### src/rtl/alu_issue_queue_if.sv
// Dispatch / CDB / issue bundle between rename, the issue queue and the alu.
interface alu_issue_queue_if #(
    parameter int DEPTH  = 4,
    parameter int XLEN   = 64,
    parameter int TAG_W  = 6,
    parameter int CTRL_W = 16
);
    localparam int OCC_W = $clog2(DEPTH + 1);

    logic              flush;
    logic              disp_valid;
    logic              disp_ready;
    logic [CTRL_W-1:0] disp_ctrl;
    logic              disp_a_rdy;
    logic [TAG_W-1:0]  disp_a_tag;
    logic [XLEN-1:0]   disp_a_val;
    logic              disp_b_rdy;
    logic [TAG_W-1:0]  disp_b_tag;
    logic [XLEN-1:0]   disp_b_val;
    logic [TAG_W-1:0]  disp_dst_tag;
    logic              cdb_valid;
    logic [TAG_W-1:0]  cdb_tag;
    logic [XLEN-1:0]   cdb_val;
    logic              iss_valid;
    logic              iss_ready;
    logic [CTRL_W-1:0] iss_ctrl;
    logic [XLEN-1:0]   iss_srcA;
    logic [XLEN-1:0]   iss_srcB;
    logic [TAG_W-1:0]  iss_dst_tag;
    logic [OCC_W-1:0]  occupancy;

    modport master (
        output flush, disp_valid, disp_ctrl, disp_a_rdy, disp_a_tag, disp_a_val,
               disp_b_rdy, disp_b_tag, disp_b_val, disp_dst_tag,
               cdb_valid, cdb_tag, cdb_val, iss_ready,
        input  disp_ready, iss_valid, iss_ctrl, iss_srcA, iss_srcB, iss_dst_tag, occupancy
    );

    modport slave (
        input  flush, disp_valid, disp_ctrl, disp_a_rdy, disp_a_tag, disp_a_val,
               disp_b_rdy, disp_b_tag, disp_b_val, disp_dst_tag,
               cdb_valid, cdb_tag, cdb_val, iss_ready,
        output disp_ready, iss_valid, iss_ctrl, iss_srcA, iss_srcB, iss_dst_tag, occupancy
    );
endinterface

### src/rtl/alu_issue_queue.sv
// Operand-collecting issue buffer in front of the alu. Compacting queue,
// index 0 oldest; issues the oldest entry whose operands are both present.
module alu_issue_queue #(
    parameter int DEPTH  = 4,
    parameter int XLEN   = 64,
    parameter int TAG_W  = 6,
    parameter int CTRL_W = 16
) (
    input logic          clk,
    input logic          reset,
    alu_issue_queue_if.slave bus
);
    localparam int OCC_W = $clog2(DEPTH + 1);
    localparam int IDX_W = $clog2(DEPTH);

    typedef struct packed {
        logic              vld;
        logic [CTRL_W-1:0] ctrl;
        logic              a_rdy;
        logic [TAG_W-1:0]  a_tag;
        logic [XLEN-1:0]   a_val;
        logic              b_rdy;
        logic [TAG_W-1:0]  b_tag;
        logic [XLEN-1:0]   b_val;
        logic [TAG_W-1:0]  dst;
    } entry_t;

    entry_t            q   [DEPTH];
    entry_t            nxt [DEPTH];
    entry_t            ext [DEPTH+1];
    entry_t            new_e;
    logic [OCC_W-1:0]  occ, occ_nxt, wr_idx;
    logic [DEPTH-1:0]  rdy_vec;
    logic [IDX_W-1:0]  sel;
    logic              do_iss, do_disp;

    // CDB capture for one entry; the same rule serves wake-up and dispatch bypass.
    function automatic entry_t wake(input entry_t e, input logic cv,
                                    input logic [TAG_W-1:0] ct, input logic [XLEN-1:0] cval);
        entry_t r;
        r = e;
        if (r.vld && cv) begin
            if (!r.a_rdy && r.a_tag == ct) begin
                r.a_rdy = 1'b1;
                r.a_val = cval;
            end
            if (!r.b_rdy && r.b_tag == ct) begin
                r.b_rdy = 1'b1;
                r.b_val = cval;
            end
        end
        return r;
    endfunction

    // Oldest-ready select from registered state only (no CDB-to-issue path).
    always_comb begin
        sel = '0;
        for (int i = DEPTH - 1; i >= 0; i--) begin
            rdy_vec[i] = q[i].vld & q[i].a_rdy & q[i].b_rdy;
            if (rdy_vec[i]) sel = IDX_W'(i);
        end
    end

    assign bus.iss_valid   = |rdy_vec;
    assign bus.iss_ctrl    = bus.iss_valid ? q[sel].ctrl  : '0;
    assign bus.iss_srcA    = bus.iss_valid ? q[sel].a_val : '0;
    assign bus.iss_srcB    = bus.iss_valid ? q[sel].b_val : '0;
    assign bus.iss_dst_tag = bus.iss_valid ? q[sel].dst   : '0;
    assign bus.disp_ready  = (occ < OCC_W'(DEPTH));
    assign bus.occupancy   = occ;

    // Next state: compact out the issued entry, wake the survivors, append the new op.
    always_comb begin
        do_iss  = bus.iss_valid & bus.iss_ready;
        do_disp = bus.disp_valid & bus.disp_ready;

        for (int i = 0; i < DEPTH; i++) ext[i] = q[i];
        ext[DEPTH] = '0;

        new_e       = '0;
        new_e.vld   = 1'b1;
        new_e.ctrl  = bus.disp_ctrl;
        new_e.a_rdy = bus.disp_a_rdy;
        new_e.a_tag = bus.disp_a_tag;
        new_e.a_val = bus.disp_a_val;
        new_e.b_rdy = bus.disp_b_rdy;
        new_e.b_tag = bus.disp_b_tag;
        new_e.b_val = bus.disp_b_val;
        new_e.dst   = bus.disp_dst_tag;
        new_e       = wake(new_e, bus.cdb_valid, bus.cdb_tag, bus.cdb_val);

        // With an issue in the same cycle the tail has moved down one slot.
        wr_idx = do_iss ? occ - OCC_W'(1) : occ;

        for (int i = 0; i < DEPTH; i++) begin
            nxt[i] = (do_iss && i >= int'(sel)) ? ext[i+1] : q[i];
            nxt[i] = wake(nxt[i], bus.cdb_valid, bus.cdb_tag, bus.cdb_val);
            if (do_disp && int'(wr_idx) == i) nxt[i] = new_e;
        end

        occ_nxt = occ;
        if (do_disp && !do_iss)      occ_nxt = occ + OCC_W'(1);
        else if (!do_disp && do_iss) occ_nxt = occ - OCC_W'(1);

        // Squash overrides everything that happened this cycle.
        if (bus.flush) begin
            for (int i = 0; i < DEPTH; i++) nxt[i] = '0;
            occ_nxt = '0;
        end
    end

    // Entry storage and occupancy; reset discards all in-flight contents.
    always_ff @(posedge clk or posedge reset) begin
        if (reset) begin
            occ <= '0;
            for (int i = 0; i < DEPTH; i++) q[i] <= '0;
        end else begin
            occ <= occ_nxt;
            for (int i = 0; i < DEPTH; i++) q[i] <= nxt[i];
        end
    end
endmodule

### src/flat_wrapper.sv
// flat-port wrapper written by rule: the top's interface ports become plain ports
module alu_issue_queue_flat 
#(
    parameter int DEPTH  = 4,
    parameter int XLEN   = 64,
    parameter int TAG_W  = 6,
    parameter int CTRL_W = 16
)
  (clk, reset, bus_flush, bus_disp_valid, bus_disp_ctrl, bus_disp_a_rdy, bus_disp_a_tag, bus_disp_a_val, bus_disp_b_rdy, bus_disp_b_tag, bus_disp_b_val, bus_disp_dst_tag, bus_cdb_valid, bus_cdb_tag, bus_cdb_val, bus_iss_ready, bus_disp_ready, bus_iss_valid, bus_iss_ctrl, bus_iss_srcA, bus_iss_srcB, bus_iss_dst_tag, bus_occupancy);
  alu_issue_queue_if #(.DEPTH(DEPTH), .XLEN(XLEN), .TAG_W(TAG_W), .CTRL_W(CTRL_W)) bus_i ();
  input logic clk;
  input logic reset;
  input wire logic [$bits(bus_i.flush)-1:0] bus_flush;
  input wire logic [$bits(bus_i.disp_valid)-1:0] bus_disp_valid;
  input wire logic [$bits(bus_i.disp_ctrl)-1:0] bus_disp_ctrl;
  input wire logic [$bits(bus_i.disp_a_rdy)-1:0] bus_disp_a_rdy;
  input wire logic [$bits(bus_i.disp_a_tag)-1:0] bus_disp_a_tag;
  input wire logic [$bits(bus_i.disp_a_val)-1:0] bus_disp_a_val;
  input wire logic [$bits(bus_i.disp_b_rdy)-1:0] bus_disp_b_rdy;
  input wire logic [$bits(bus_i.disp_b_tag)-1:0] bus_disp_b_tag;
  input wire logic [$bits(bus_i.disp_b_val)-1:0] bus_disp_b_val;
  input wire logic [$bits(bus_i.disp_dst_tag)-1:0] bus_disp_dst_tag;
  input wire logic [$bits(bus_i.cdb_valid)-1:0] bus_cdb_valid;
  input wire logic [$bits(bus_i.cdb_tag)-1:0] bus_cdb_tag;
  input wire logic [$bits(bus_i.cdb_val)-1:0] bus_cdb_val;
  input wire logic [$bits(bus_i.iss_ready)-1:0] bus_iss_ready;
  output wire logic [$bits(bus_i.disp_ready)-1:0] bus_disp_ready;
  output wire logic [$bits(bus_i.iss_valid)-1:0] bus_iss_valid;
  output wire logic [$bits(bus_i.iss_ctrl)-1:0] bus_iss_ctrl;
  output wire logic [$bits(bus_i.iss_srcA)-1:0] bus_iss_srcA;
  output wire logic [$bits(bus_i.iss_srcB)-1:0] bus_iss_srcB;
  output wire logic [$bits(bus_i.iss_dst_tag)-1:0] bus_iss_dst_tag;
  output wire logic [$bits(bus_i.occupancy)-1:0] bus_occupancy;
  assign bus_i.flush = bus_flush;
  assign bus_i.disp_valid = bus_disp_valid;
  assign bus_i.disp_ctrl = bus_disp_ctrl;
  assign bus_i.disp_a_rdy = bus_disp_a_rdy;
  assign bus_i.disp_a_tag = bus_disp_a_tag;
  assign bus_i.disp_a_val = bus_disp_a_val;
  assign bus_i.disp_b_rdy = bus_disp_b_rdy;
  assign bus_i.disp_b_tag = bus_disp_b_tag;
  assign bus_i.disp_b_val = bus_disp_b_val;
  assign bus_i.disp_dst_tag = bus_disp_dst_tag;
  assign bus_i.cdb_valid = bus_cdb_valid;
  assign bus_i.cdb_tag = bus_cdb_tag;
  assign bus_i.cdb_val = bus_cdb_val;
  assign bus_i.iss_ready = bus_iss_ready;
  assign bus_disp_ready = bus_i.disp_ready;
  assign bus_iss_valid = bus_i.iss_valid;
  assign bus_iss_ctrl = bus_i.iss_ctrl;
  assign bus_iss_srcA = bus_i.iss_srcA;
  assign bus_iss_srcB = bus_i.iss_srcB;
  assign bus_iss_dst_tag = bus_i.iss_dst_tag;
  assign bus_occupancy = bus_i.occupancy;
  alu_issue_queue #(.DEPTH(DEPTH), .XLEN(XLEN), .TAG_W(TAG_W), .CTRL_W(CTRL_W)) u_core (.clk(clk), .reset(reset), .bus(bus_i));
endmodule
### config.mk
export PLATFORM = sky130hd
export DESIGN_NAME = alu_issue_queue_flat
export DESIGN_NICKNAME = d
export VERILOG_FILES = /design/src/rtl/alu_issue_queue_if.sv /design/src/rtl/alu_issue_queue.sv /design/src/flat_wrapper.sv
export SDC_FILE = /design/constraint.sdc
export NUM_CORES = 2
export LEC_CHECK = 0
export ABC_AREA = 1
export CAP_MARGIN = 30
export CORE_ASPECT_RATIO = 1.25
export CORE_UTILIZATION = 55
export DETAILED_ROUTE_END_ITERATION = 10
export PLACE_DENSITY = 0.82
export SLEW_MARGIN = 20
export SYNTH_ARGS = -nofsm -noshare
export SYNTH_HDL_FRONTEND = slang
export SYNTH_SLANG_ARGS = --single-unit
### constraint.sdc
create_clock -name clk -period 31.1 [get_ports clk]
set_clock_uncertainty 0.2 [all_clocks]
set_input_delay 3.11 -clock clk [delete_from_list [all_inputs] [get_ports clk]]
set_output_delay 3.11 -clock clk [all_outputs]
set_load 0.02 [all_outputs]
### Yosys cells after proc, flatten, opt, wreduce, memory -nomap -nowiden

Cells that the tools add are included.

* bits in registers: 663
* bits of input ports: 240
* output and inout port bits: 155
* logic and storage cells: 169

* $add $sub $neg: 2
* order comparisons: 5
* eq/ne operators: 13
* multiplexer cells: 59
* bitwise logic cells: 11
* reduce and logical (&&, ||, !) cells: 42

Operators with widths (count)
* 2-to-1 mux 165 bit: 8
* 2-to-1 mux 64 bit: 17
* 2-to-1 mux 660 bit: 1
* binary-select mux 165 bit (select 2 bit): 1
* 2-to-1 mux 164 bit: 2
* 2-to-1 mux 65 bit: 5
* == test 6 bit: 10
* logical AND 1 bit: 23
* 2-to-1 mux 16 bit: 1
* 2-to-1 mux 1 bit: 15
* nonzero test 3 bit: 5
* zero test 1 bit: 12
* 2-to-1 mux 3 bit: 4
* AND 1 bit: 10
* 2-to-1 mux 2 bit: 4
* == test 3 bit, second input constant: 2
* 2-to-1 mux 6 bit: 1
* >= comparator 1 x 2 -> 1 bit, first input constant: 2
* OR reduction 4 bit: 1
* adder 3 x 1 -> 3 bit, second input constant: 1
* == test 3 x 2 -> 1 bit, second input constant: 1
* >= comparator 3 bit, second input constant: 1
* zero test 3 bit: 1
* less-than comparator 3 bit, second input constant: 1
* 3 further kinds: 3

### Depth between registers and ports, before layout

* depth in word-level cells: 15
* depth in mapped cells: 17
* depth with buffers taken out: 15

### Least setup slack after synthesis

OpenSTA, ideal clock, no wires.

* kind: flip-flop to output port
* from: reg, netlist name u_core.ext[642]
* to: out bus_iss_srcA[63]
* arrival: 2.290 ns
* required time: 27.790 ns
* path slack: 25.500 ns
* stages on the path, launching flop included: 9
* path buffers: 3
* path through: dfrtp_1 nand3_1 nand2_4 buf_4 nor2_1 clkbuf_1 buf_2 a21oi_1 a211oi_1

* word-level cells in the longest chain between the ends: 9
* elaborated cells on any way between the ends: 10
* classes of those cells: mux (6); bitwise (3); reduce/logical (1)

RTL lines
* AND 1 bit * (2 in series): RTL line alu_issue_queue.sv:59 `rdy_vec[i] = q[i].vld & q[i].a_rdy & q[i].b_rdy;`
* 2-to-1 mux 2 bit (2 in series): RTL line alu_issue_queue.sv:60 `if (rdy_vec[i]) sel = IDX_W'(i);`
* NOT 2 -> 3 bit (implied by the code): RTL line alu_issue_queue.sv:66 `assign bus.iss_srcA = bus.iss_valid ? q[sel].a_val : '0;`
* binary-select mux 165 bit (select 2 bit): RTL line alu_issue_queue.sv:66
* 2-to-1 mux 164 bit (2 in series)
* 2-to-1 mux 64 bit *: RTL line alu_issue_queue.sv:66
* end: declaration: RTL line flat_wrapper.sv:30 `output wire logic [$bits(bus_i.iss_srcA)-1:0] bus_iss_srcA;`

Mark *: on every way between the ends. The rest lies on a longest branch, timed or not. The select of a mux whose other input is x is not followed.

### Worst setup path in the final report

* from: reg, netlist name u_core.ext[642]
* to: out bus_iss_srcA[0]

* word-level cells in the longest chain between the ends: 9
* elaborated cells on any way between the ends: 10
* classes of those cells: mux (6); bitwise (3); reduce/logical (1)

RTL lines (RTL line)
* AND 1 bit * (2 in series): alu_issue_queue.sv:59
* 2-to-1 mux 2 bit (2 in series): alu_issue_queue.sv:60
* NOT 2 -> 3 bit (implied by the code): alu_issue_queue.sv:66
* binary-select mux 165 bit (select 2 bit): alu_issue_queue.sv:66
* 2-to-1 mux 164 bit (2 in series)
* 2-to-1 mux 64 bit *: alu_issue_queue.sv:66

Marked as above.

==> impl_summary.md <==
Run status
The run finished with clean final reports.

CTS
The clock insertion delay at the later pin of the skew report is 670 ps. The clock net sink count is 663. Gates resized during post-CTS repair numbered 0. The post-CTS setup-driven buffer insertion count is 0. The cell sitting at the root of the clock tree is a clkbuf_16. The buffer levels on the longest clock path is 3. The maximum level of the CTS H-tree is 3. The cts-stage hold buffer count is 0. After clock tree synthesis, the clock-pin slew on the worst setup and hold paths is 60 ps. The total clock buffers created by CTS is 74. The CTS tree is done.

Synth
The area fraction of the dominant cell type after synthesis is 0.3396. Synthesis instantiated 43 different standard cells from the library. By area the synthesized netlist is led by dfrtp_1 (34%), nand2_1 (17%), nand3_1 (9.4%). For this run, the register share of the synthesized area comes to 0.3396.

The number of nets handed over by synthesis was 8181. The mean instance size in the synthesized netlist is 6.154 um^2. After synthesis the cells add up to 48850 um^2. The Yosys warning count is 0. Of all cell types, the one taking the most synthesized area is dfrtp_1. The synthesized netlist cell count is 7939.

The number of synthesized register bits is 663.

Placed design
The number of placed cells counting well taps is 8932. The count of buffers from port buffering is 394. Detailed placement finished with a half-perimeter wire length of 110500 um. The global placer's final weighted congestion is 0.9214.

Detailed routing
The remaining routing DRC violations is 0. The length of routed wiring on met1 is 70060 um. The routed wire length per instance is 22.26 um. Once detail routing completed, the nets flagged for antenna violations numbered 0. For this block, the routed nets add up to 202300 um of wire. The per-cell via count in the routed design is 6.291. For this run, the detailed router's first-pass iteration total came to 7. The number of vias after detailed routing is 57180. The routed length on met3 is 30790 um. The routed length on met2 is 85650 um. The DRC violation total after the first TritonRoute iteration is 9870. After detailed routing, no signal wire sits above met5.

Worst setup path
The type of origin of the critical path is a register. The critical path in this run is classified as reg -> out. The path length in cells of the critical path is 10. The library cell contributing the largest single delay on the critical path is buf_4. The delay of the slowest cell on the worst path is 830 ps. Along the worst path, the maximum fanout reaches 80.

The cell occurring most often along the worst timing path is buf_4. The data arrival time at the worst-slack endpoint is 5870 ps. The sum of buffers and inverters on the critical path is 5. The critical path goes through nand3_1, nand2_4, nor2_4, buf_4, buf_16, buf_4, buf_4, a21oi_1, a211oi_1, clkdlybuf4s50_1. The depth of the most critical reg-to-reg path is 15. The cell class contributing the biggest share of worst-path delay is buffers and inverters. The required time at the worst-slack endpoint is 27790 ps. The worst setup path is captured at an output port.

Final layout
The post-route non-filler standard cell count is 9089. The number of filler cells placed in the layout is 8125. The area occupied by multi-input gates is 25330 um^2. At the end of the flow, the number of nets in the layout was 8100. Of the cells placed in the final design, the portion with a size suffix greater than 1 is 0.03714. In the final layout, flip-flops and latches occupy 16590 um^2.

Compared with the post-synthesis result, the final layout area differs by 13.51%.

Timing
The relative max-transition margin is 0.1887. Final hold analysis gives a worst-case slack of 341.6 ps. The number of max-slew violations in the final report was 0. Derived from the worst setup path, the maximum achievable clock frequency is 108.9 MHz.

Setup repair after global routing left no endpoint under its margin. Adding up every negative setup slack in the final design gives 0 ps. The post-layout minimum cycle time is 9182 ps. The number of failing hold endpoints at the final stage came to 0. For the pin with the worst max-slew slack, the measured transition is 1217 ps. Setup violations remaining at the end of the flow were counted as 0. The share of the clock period used by the worst path is 0.2952.

Floorplan
The initial core utilization is 0.5583. The die width is 268.6 um. The I/O pin total is 395. The area of the core is 87510 um^2. In this run the vertical extent of the chip is 335.2 um. In this run the core area contains 121 standard-cell rows. The overall die area is 90030 um^2.

Pwr
IR analysis of the VDD net gives a maximum drop of 63.37 uV. Total power for the finished layout comes to 2.933 mW. Power spread over the standard cell area amounts to 52.89 nW/um^2. The cell leakage power is 29.35 nW.

Min path
The worst hold path belongs to the class reg -> reg. Along the worst hold path, the cell count comes to 2.

Global route
The largest net degree at the start of global routing is 223. The number of global-route vias before repair was 53800. The total overflow left after global routing is 0.

The initial antenna violation count is 7. The first-pass GRT wire length is 306100 um. The global-route usage over all layers is 0.4390.

Run
The max-capacitance violation count is 0.
-- cell usage in the layout, fill, tap and decap left out, types with 77 or more instances in the layout --
cell / instances
o22ai_1: 77
nand4_1: 195
nand2_1: 2214
a21oi_1: 545
clkdlybuf4s50_1: 393
inv_1: 1111
clkbuf_16: 77
o21ai_0: 806
o21ai_1: 90
dfrtp_1: 663
nand3_1: 918
nor2_1: 423
a211oi_1: 132
-- per-stage QoR --
step	cell area, um^2	setup WS [ps]	utilization
after detailed placement	52480	22010	0.5997
after global routing	55450	21860	0.6337
after floorplan	48850	9209	-
after CTS	55060	21280	0.6292
final	55460	21920	0.6337
after global placement	52230	22140	0.5969
-- cells by family (layout without fill, tap and decap cells) --
| logic type | count (synthesis) | count (layout) | share of synthesized area |
|---|---|---|---|
| DFF | 663 | 663 | 0.3396 |
| AOI/OAI and AO/OA | 1681 | 1681 | 0.1823 |
| other | 0 | 4 | 0 |
| buffers and inverters | 1786 | 1764 | 0.1470 |
| muxes | 2 | 2 | 0.0004865 |
| and+or+nand+nor | 3799 | 3799 | 0.3289 |
| xor gates and xnor gates | 6 | 6 | 0.001230 |
| adders and majority gates | 2 | 2 | 0.0005121 |
-- metal layers --
metal | up-vias | GRT usage
met1 | 25620 | 0.5492
li1 | 25320 | -
met4 | 6 | 0.3061
met5 | - | 0
met2 | 5042 | 0.6455
met3 | 1198 | 0.1313
-- flip-flops by register name, indices dropped and copies added (netlist names) --
register and flops:
u_core.ext 660, u_core.bus.occupancy 3
-- worst min-delay path: stages (launching register included) --
cell,delay [ps]
dfrtp_1,360
inv_1,60
o22ai_1,80
-- final timing paths --
check	startpoint	to	slack, ps
setup / recovery	u_core.ext[642]	bus_iss_srcA[0]	21920
hold / removal	u_core.ext[812]	u_core.ext[812]	340
setup reg to reg	u_core.ext[642]	u_core.ext[197]	25570
hold reg to reg	u_core.ext[812]	u_core.ext[812]	340
max in group asynchronous	reset	u_core.ext[662]	25110
min in group asynchronous	reset	u_core.ext[284]	2770
-- where the power goes --
| part | internal [mW] | total [mW] | switching (mW) |
|---|---|---|---|
| sequential | 0.997 | 1.08 | 0.0813 |
| clock | 0.561 | 0.960 | 0.398 |
| combinational | 0.289 | 0.895 | 0.606 |
-- synth_stat cells --
library cell and number:
nand2_1 2222, inv_1 1118, nand3_1 918, o21ai_0 808, dfrtp_1 663, a21oi_1 545
nor2_1 426, clkbuf_1 368, buf_2 212, nand4_1 195, a211oi_1 132, o21ai_1 90
o22ai_1 77, buf_4 36, buf_1 33, a31oi_1 14, buf_6 10, nor2_2 10
nand2_2 8, inv_2 7, o211ai_1 7, nor2_4 5, nand3_2 3, nand3b_1 3
o21a_1 3, xnor2_1 3, a21oi_2 2, and2_1 2, clkinv_1 2, ha_1 2
nand3_4 2, xor2_1 2, mux2i_1 1, mux2i_2 1, nand2_4 1, nand4_2 1
nor3_1 1, nor3_2 1, o2111ai_1 1, o21ai_4 1, o21bai_1 1, or2_1 1
xor2_2 1
-- cell type report --
class                   instances  area share
repair buffers                502     0.09456
multi-input cells            5490      0.4567
flip-flops and latches        663      0.2992
clock buffers                 119     0.04264
inverters                    1127     0.07653
clock inverters                16    0.003881
well taps                    1168     0.02635
diodes                          4   0.0001805
Note: power is estimated with default switching activity, not from simulation.
